--- config.mk ---
export PLATFORM = sky130hd
export DESIGN_NAME = sdram_ctrl
export DESIGN_NICKNAME = d
export VERILOG_FILES = /design/src/rtl/sdram_ctrl_pkg.sv /design/src/rtl/sdram_ctrl.sv
export SDC_FILE = /design/constraint.sdc
export NUM_CORES = 1
export LEC_CHECK = 0
export CORE_AREA = 4 4 87 89
export CTS_BUF_LIST = sky130_fd_sc_hd__clkbuf_4 sky130_fd_sc_hd__clkbuf_8 sky130_fd_sc_hd__clkbuf_16
export CTS_CLUSTER_DIAMETER = 40
export DETAILED_ROUTE_END_ITERATION = 8
export DIE_AREA = 0 0 91 93
export GPL_ROUTABILITY_DRIVEN = 0
export GPL_TIMING_DRIVEN = 0
export SETUP_SLACK_MARGIN = 0.15
export SLEW_MARGIN = 0
export SYNTH_ARGS = -nofsm -noshare
export SYNTH_HDL_FRONTEND = slang
export SYNTH_SLANG_ARGS = --single-unit
--- constraint.sdc ---
create_clock -name clk_100m -period 2.52 [get_ports clk_100m]
set_clock_uncertainty 0.1 [all_clocks]
set_input_delay 0.504 -clock clk_100m [delete_from_list [all_inputs] [get_ports clk_100m]]
set_output_delay 0.504 -clock clk_100m [all_outputs]
set_load 0.01 [all_outputs]
--- src/rtl/sdram_ctrl_pkg.sv ---
// sdram_ctrl_pkg
//   State codes for the SDRAM init and work FSMs. The data path and the
//   command decoder (sdram_cmd) import these same codes, so the numeric
//   values are part of the interface and must not be renumbered.
//   Also holds the dwell-counter width and a helper that turns a
//   "last count value" into a counter compare constant.
package sdram_ctrl_pkg;

  localparam int CNT_W = 16;

  typedef enum logic [3:0] {
    I_NOP  = 4'd0,
    I_PRE  = 4'd1,
    I_TRP  = 4'd2,
    I_AR   = 4'd3,
    I_TRF  = 4'd4,
    I_MRS  = 4'd5,
    I_TRSC = 4'd6,
    I_DONE = 4'd7
  } init_state_t;

  typedef enum logic [3:0] {
    W_IDLE   = 4'd0,
    W_ACTIVE = 4'd1,
    W_TRCD   = 4'd2,
    W_READ   = 4'd3,
    W_CL     = 4'd4,
    W_RD     = 4'd5,
    W_WRITE  = 4'd6,
    W_WD     = 4'd7,
    W_TWR    = 4'd8,
    W_TRP    = 4'd9,
    W_AR     = 4'd10,
    W_TRFC   = 4'd11
  } work_state_t;

  // A state that must last N+1 cycles exits when cnt_clk == N. Negative N
  // (timing parameter smaller than the state's fixed overhead) collapses
  // to a single-cycle dwell instead of wrapping to a huge compare value.
  function automatic logic [CNT_W-1:0] dwell_end(input int n);
    return (n < 0) ? '0 : CNT_W'(n);
  endfunction

endpackage

--- src/rtl/sdram_ctrl.sv ---
// sdram_ctrl
//   Control FSM for the SDRAM interface. Runs the power-up init sequence
//   (wait, precharge-all, INIT_AR_NUM auto-refreshes, mode-register set),
//   then arbitrates periodic auto-refresh, burst write and burst read.
//   Bursts use auto-precharge, so normal operation has no PRECHARGE state;
//   W_TRP only covers the precharge time after a burst.
//
// Ports
//   clk_100m         system clock
//   rst_n            asynchronous active-low reset
//   sdram_wr_req     burst write request (level, held until ack)
//   sdram_rd_req     burst read request (level, held until ack)
//   sdram_wr_ack     high during W_WRITE/W_WD (BURST_LEN cycles)
//   sdram_rd_ack     registered W_RD, aligned to the data path's read register
//   sdram_init_done  high while init FSM is in I_DONE
//   sdram_busy       high whenever work FSM is not idle
//   init_state       init FSM state code
//   work_state       work FSM state code
//   cnt_clk          cycles spent in the current state (saturating)
module sdram_ctrl
  import sdram_ctrl_pkg::*;
#(
  parameter int T_POWERUP   = 20000,
  parameter int T_RP        = 2,
  parameter int T_RFC       = 7,
  parameter int T_MRD       = 2,
  parameter int T_RCD       = 2,
  parameter int T_WR        = 2,
  parameter int CAS_LAT     = 3,
  parameter int BURST_LEN   = 8,
  parameter int REF_PERIOD  = 780,
  parameter int INIT_AR_NUM = 8
) (
  input  logic             clk_100m,
  input  logic             rst_n,
  input  logic             sdram_wr_req,
  input  logic             sdram_rd_req,
  output logic             sdram_wr_ack,
  output logic             sdram_rd_ack,
  output logic             sdram_init_done,
  output logic             sdram_busy,
  output logic [3:0]       init_state,
  output logic [3:0]       work_state,
  output logic [CNT_W-1:0] cnt_clk
);

  // Exit compare values: "exit at cnt_clk = N" means N+1 cycles in state.
  localparam logic [CNT_W-1:0] PWR_END  = dwell_end(T_POWERUP - 1);
  localparam logic [CNT_W-1:0] ITRP_END = dwell_end(T_RP - 2);
  localparam logic [CNT_W-1:0] ITRF_END = dwell_end(T_RFC - 2);
  localparam logic [CNT_W-1:0] MRD_END  = dwell_end(T_MRD - 2);
  localparam logic [CNT_W-1:0] RCD_END  = dwell_end(T_RCD - 2);
  localparam logic [CNT_W-1:0] WD_END   = dwell_end(BURST_LEN - 2);
  localparam logic [CNT_W-1:0] TWR_END  = dwell_end(T_WR - 1);
  localparam logic [CNT_W-1:0] WTRP_END = dwell_end(T_RP - 1);
  localparam logic [CNT_W-1:0] CL_END   = dwell_end(CAS_LAT - 2);
  localparam logic [CNT_W-1:0] RD_END   = dwell_end(BURST_LEN - 1);
  localparam logic [CNT_W-1:0] WRFC_END = dwell_end(T_RFC - 2);

  localparam int AR_W  = (INIT_AR_NUM > 0) ? $clog2(INIT_AR_NUM + 1) : 1;
  localparam int REF_W = (REF_PERIOD > 1) ? $clog2(REF_PERIOD) : 1;
  localparam logic [AR_W-1:0]  AR_LAST = AR_W'(INIT_AR_NUM);
  localparam logic [REF_W-1:0] REF_END = REF_W'(REF_PERIOD - 1);

  init_state_t      init_q, init_d;
  work_state_t      work_q, work_d;
  logic [CNT_W-1:0] cnt_q;
  logic [AR_W-1:0]  ar_cnt_q;
  logic [REF_W-1:0] ref_cnt_q;
  logic             ref_pend_q;
  logic             is_wr_q;
  logic             rd_ack_q;
  logic             init_done;
  logic             state_chg;
  logic             ref_expire;
  logic             ar_take;

  assign init_done  = (init_q == I_DONE);
  assign state_chg  = (init_d != init_q) || (work_d != work_q);
  assign ref_expire = init_done && (ref_cnt_q == REF_END);
  assign ar_take    = (work_q == W_IDLE) && (work_d == W_AR);

  // ---------------------------------------------------------------------
  // Init FSM
  // ---------------------------------------------------------------------
  always_comb begin
    init_d = init_q;
    unique case (init_q)
      I_NOP:   if (cnt_q == PWR_END)  init_d = I_PRE;
      I_PRE:                          init_d = I_TRP;
      I_TRP:   if (cnt_q == ITRP_END) init_d = I_AR;
      I_AR:                           init_d = I_TRF;
      // ar_cnt_q already counts the I_AR just left, so compare to the total.
      I_TRF:   if (cnt_q == ITRF_END) init_d = (ar_cnt_q == AR_LAST) ? I_MRS : I_AR;
      I_MRS:                          init_d = I_TRSC;
      I_TRSC:  if (cnt_q == MRD_END)  init_d = I_DONE;
      default:                        init_d = I_DONE;
    endcase
  end

  // ---------------------------------------------------------------------
  // Work FSM
  // ---------------------------------------------------------------------
  always_comb begin
    work_d = work_q;
    unique case (work_q)
      W_IDLE: begin
        if (init_done) begin
          if (ref_pend_q)                        work_d = W_AR;
          else if (sdram_wr_req || sdram_rd_req) work_d = W_ACTIVE;
        end
      end
      W_ACTIVE:                         work_d = W_TRCD;
      // Direction was latched when leaving idle, so a request dropped
      // after that point cannot redirect or abort the burst.
      W_TRCD:   if (cnt_q == RCD_END)   work_d = is_wr_q ? W_WRITE : W_READ;
      W_WRITE:                          work_d = W_WD;
      W_WD:     if (cnt_q == WD_END)    work_d = W_TWR;
      W_TWR:    if (cnt_q == TWR_END)   work_d = W_TRP;
      W_READ:                           work_d = W_CL;
      W_CL:     if (cnt_q == CL_END)    work_d = W_RD;
      W_RD:     if (cnt_q == RD_END)    work_d = W_TRP;
      W_TRP:    if (cnt_q == WTRP_END)  work_d = W_IDLE;
      W_AR:                             work_d = W_TRFC;
      W_TRFC:   if (cnt_q == WRFC_END)  work_d = W_IDLE;
      default:                          work_d = W_IDLE;
    endcase
  end

  // ---------------------------------------------------------------------
  // State, dwell counter, init AR counter
  // ---------------------------------------------------------------------
  always_ff @(posedge clk_100m or negedge rst_n) begin
    if (!rst_n) begin
      init_q   <= I_NOP;
      work_q   <= W_IDLE;
      cnt_q    <= '0;
      ar_cnt_q <= '0;
      is_wr_q  <= 1'b0;
      rd_ack_q <= 1'b0;
    end else begin
      init_q <= init_d;
      work_q <= work_d;
      if (state_chg)       cnt_q <= '0;
      else if (~&cnt_q)    cnt_q <= cnt_q + 1'b1;
      if (init_q == I_AR)  ar_cnt_q <= ar_cnt_q + 1'b1;
      // Write wins over read when both are held at arbitration time.
      if ((work_q == W_IDLE) && (work_d == W_ACTIVE)) is_wr_q <= sdram_wr_req;
      rd_ack_q <= (work_q == W_RD);
    end
  end

  // ---------------------------------------------------------------------
  // Refresh timer: free-running once init is done. A single pending flag
  // absorbs expiries that land while one is already waiting. If an expiry
  // coincides with taking the previous refresh, the new one wins so it is
  // not lost.
  // ---------------------------------------------------------------------
  always_ff @(posedge clk_100m or negedge rst_n) begin
    if (!rst_n) begin
      ref_cnt_q  <= '0;
      ref_pend_q <= 1'b0;
    end else begin
      if (init_done) begin
        if (ref_cnt_q == REF_END) ref_cnt_q <= '0;
        else                      ref_cnt_q <= ref_cnt_q + 1'b1;
      end
      if (ref_expire)   ref_pend_q <= 1'b1;
      else if (ar_take) ref_pend_q <= 1'b0;
    end
  end

  // ---------------------------------------------------------------------
  // Outputs
  // ---------------------------------------------------------------------
  assign init_state      = init_q;
  assign work_state      = work_q;
  assign cnt_clk         = cnt_q;
  assign sdram_init_done = init_done;
  assign sdram_busy      = (work_q != W_IDLE);
  assign sdram_wr_ack    = (work_q == W_WRITE) || (work_q == W_WD);
  assign sdram_rd_ack    = rd_ack_q;

endmodule
==> out/qor.csv <==
metric,value,unit
pwr dens,851,nW/um^2
CTS buffer count,5,
f_max,379,MHz
number of setup violations in the final report,16,
R2R Path End,cnt_clk[1],
largest family of logic cells by synthesized area,simple AND/OR/NAND/NOR gates,
fin. max-slew vios,0,
endpoints failing hold,0,
ys flop type,dfrtp_1,
CP Capture Point,cnt_clk[1],
fin nets,341,
largest net degree at the start of global routing,26,
worst hold path type,input pin to async pin,
Crit. Startpoint,cnt_clk[8],
HPWL Detailed,4370,um
clk_lat worst skew,0.30,ns
number of global-route vias before repair,2272,
CTS Sinks,41,
post-synthesis sequential area ratio,40.2,%
failing checks,negative setup slack,
Port Buffers,31,
worst slew pin tran,0.734,ns
Yosys cell types,61,
Max-slew headroom,50.6,%
Worst VDD drop,0.000919,V
fraction of registers with async set/reset,100,%
DR vias/cell,5.53,
H-tree depth,2,
Placed Instances,377,
Synth area leaders,"dfrtp_1, nor4_2, xnor2_1",
syn nets,276,
Ys Warns,0,
Static Leak,1.42,nW
R2R Setup Slk,-0.12,ns
Startpoint Class,register,
Synth Area in Adders,3.43,%
most common library cells after synthesis,"dfrtp_1, nand2_1, nand3_1, nor2_1, xnor2_1",
final period utilization,105,%
power consumption,3.06,mW
critical path class,register to register,
Die Y-Extent,93,um
Fin Hold WS,0.0115,ns
synthesized area,2550,um^2
Root Buffer,clkbuf_8,
Setup crit end kind,register,
total global routing track utilization,15.8,%
Initial DRC Count,141,
row count,30,
filler cell count,613,
first-pass GRT wire length,11000,um
First-pass DRT Iterations,4,
unrepaired setup endpoints after global routing,yes,
CTS Hold Bufs,0,
area growth from synthesis to layout,41.1,%
slack of the critical path,-0.118,ns
Finished Layout Cells,411,
layout cells sized above 1,28.1,%
top cell type's share of synthesized area,40.2,%
Worst EP arrival,2.74,ns
max-cap viol count,0,
Initial Utilization,37.7,%
compound-gate portion of the synthesized area,9.22,%
die width,91,um
Clock transition at path regs,0.09,ns
min cycle time layout,2.64,ns
Post-synth EDFFs,0,
R2R cell count,8,
Reg-to-Reg Start,cnt_clk[8],
synthesized area per cell,9.62,um^2
DIE AREA,8460,um^2
Vias,2273,
CTS tree,built,
initial antenna violation count,0,
XOR/XNOR share of the synthesized area,7.90,%
remaining antenna violation count,0,
CTS max path bufs,2,
total gr overflow,0,
antenna diode count,0,
core area,6760,um^2
cell taking the most area after synthesis,dfrtp_1,
Seq cells post-synth,41,
final wirelength,6450,um
Post-route DRC,0,
post-synthesis simple-gate area fraction,32.8,%
Required @ worst endpoint,2.62,ns
IO Pins,32,
CP Max Fanout,8,
Syn Inst Count,265,
status,finished with violations,
mux contribution to synthesized area,1.62,%
DR WL/cell,15.7,um
top-count cell post-synth,dfrtp_1,
cell type report:
type,count,area (um^2),area share (%)
Multi-Input combinational cell,201,1640,45.7
Timing Repair Buffer,58,566,15.7
Inverter,7,26.3,0.730
Clock buffer,5,68.8,1.91
Clock inverter,3,22.5,0.626
Sequential cell,41,1030,28.8
Tap cell,80,100,2.78
Buffer,16,135,3.76
critical path, stage by stage, from the launching register on:
cell and delay (ns):
dfrtp_1 0.52, nor4_4 0.09, and4_4 0.21, a31o_1 0.23, and4b_1 0.19, or3_1 0.33
or3_1 0.39, buf_6 0.16, a2111oi_4 0.30
layout by cell type, fill, tap and decap left out, types with 4 or more instances in the layout:
cell type	n
a21oi_1	4
and3_1	4
buf_4	23
buf_6	6
clkbuf_8	5
clkdlybuf4s50_1	30
dfrtp_1	34
dfrtp_2	7
ha_1	6
inv_1	6
nand2_1	26
nand3_1	17
nand4_1	6
nor2_1	12
nor3_1	7
nor4_1	8
nor4_4	11
o21ai_0	11
xnor2_1	12
xor2_1	10
report_power, final:
| group | total [mW] | internal, mW | switching [mW] |
|---|---|---|---|
| sequential | 0.833 | 0.747 | 0.0857 |
| clock | 0.448 | 0.197 | 0.251 |
| combinational | 1.78 | 0.842 | 0.940 |
| total | 3.06 | 1.79 | 1.28 |
stage by stage:
stage               setup TNS, ns  util, %  setup WS, ns  instance area [um^2]
global route                -3.14     53.2        -0.250                  3600
detailed placement          -3.66     44.6        -0.304                  3020
finish                      -1.36     53.2        -0.118                  3600
floorplan                       0        -        0.0836                  2590
global placement           -17.24     44.4        -0.478                  3000
CTS                         -1.44     49.9        -0.112                  3370
metal layers:
layer  wire, um  track usage (%)  vias up
li1           -                -     1097
met3        306             3.30        7
met1       3000             21.7     1112
met2       3070             25.1       57
met5          0                0        -
met4         74             4.40        0
logic make-up (layout without fill, tap and decap cells):
logic type,Yosys count,after routing
other,1,1
buffers and inverters,23,89
and+or+nand+nor,131,131
adders and majority gates,7,7
muxes,4,4
DFF,41,41
xor gates and xnor gates,23,23
AOI/OAI and AO/OA,35,35
state kept, by name, summed over array words and instances (netlist names):
name          cells
init_state        4
ref_cnt_q        10
ar_cnt_q          4
is_wr_q           1
ref_pend_q        1
sdram_rd_ack      1
cnt_clk          16
work_state        4
worst min-delay path by stage:
stage	to	cells past startpoint
floorplan	ar_cnt_q[0]	0
global placement	ar_cnt_q[3]	1
detailed placement	ref_cnt_q[5]	1
CTS	ref_cnt_q[5]	1
global route	ref_cnt_q[5]	1
finish	ref_cnt_q[5]	1
repair_timing:
action	4_1_cts	5_1_grt
cloned	1	1
gates resized for setup	31	26
buffers inserted	17	7
setup endpoints to repair	19	19
pin swaps	12	8
Power figures use the tool's default switching activity.
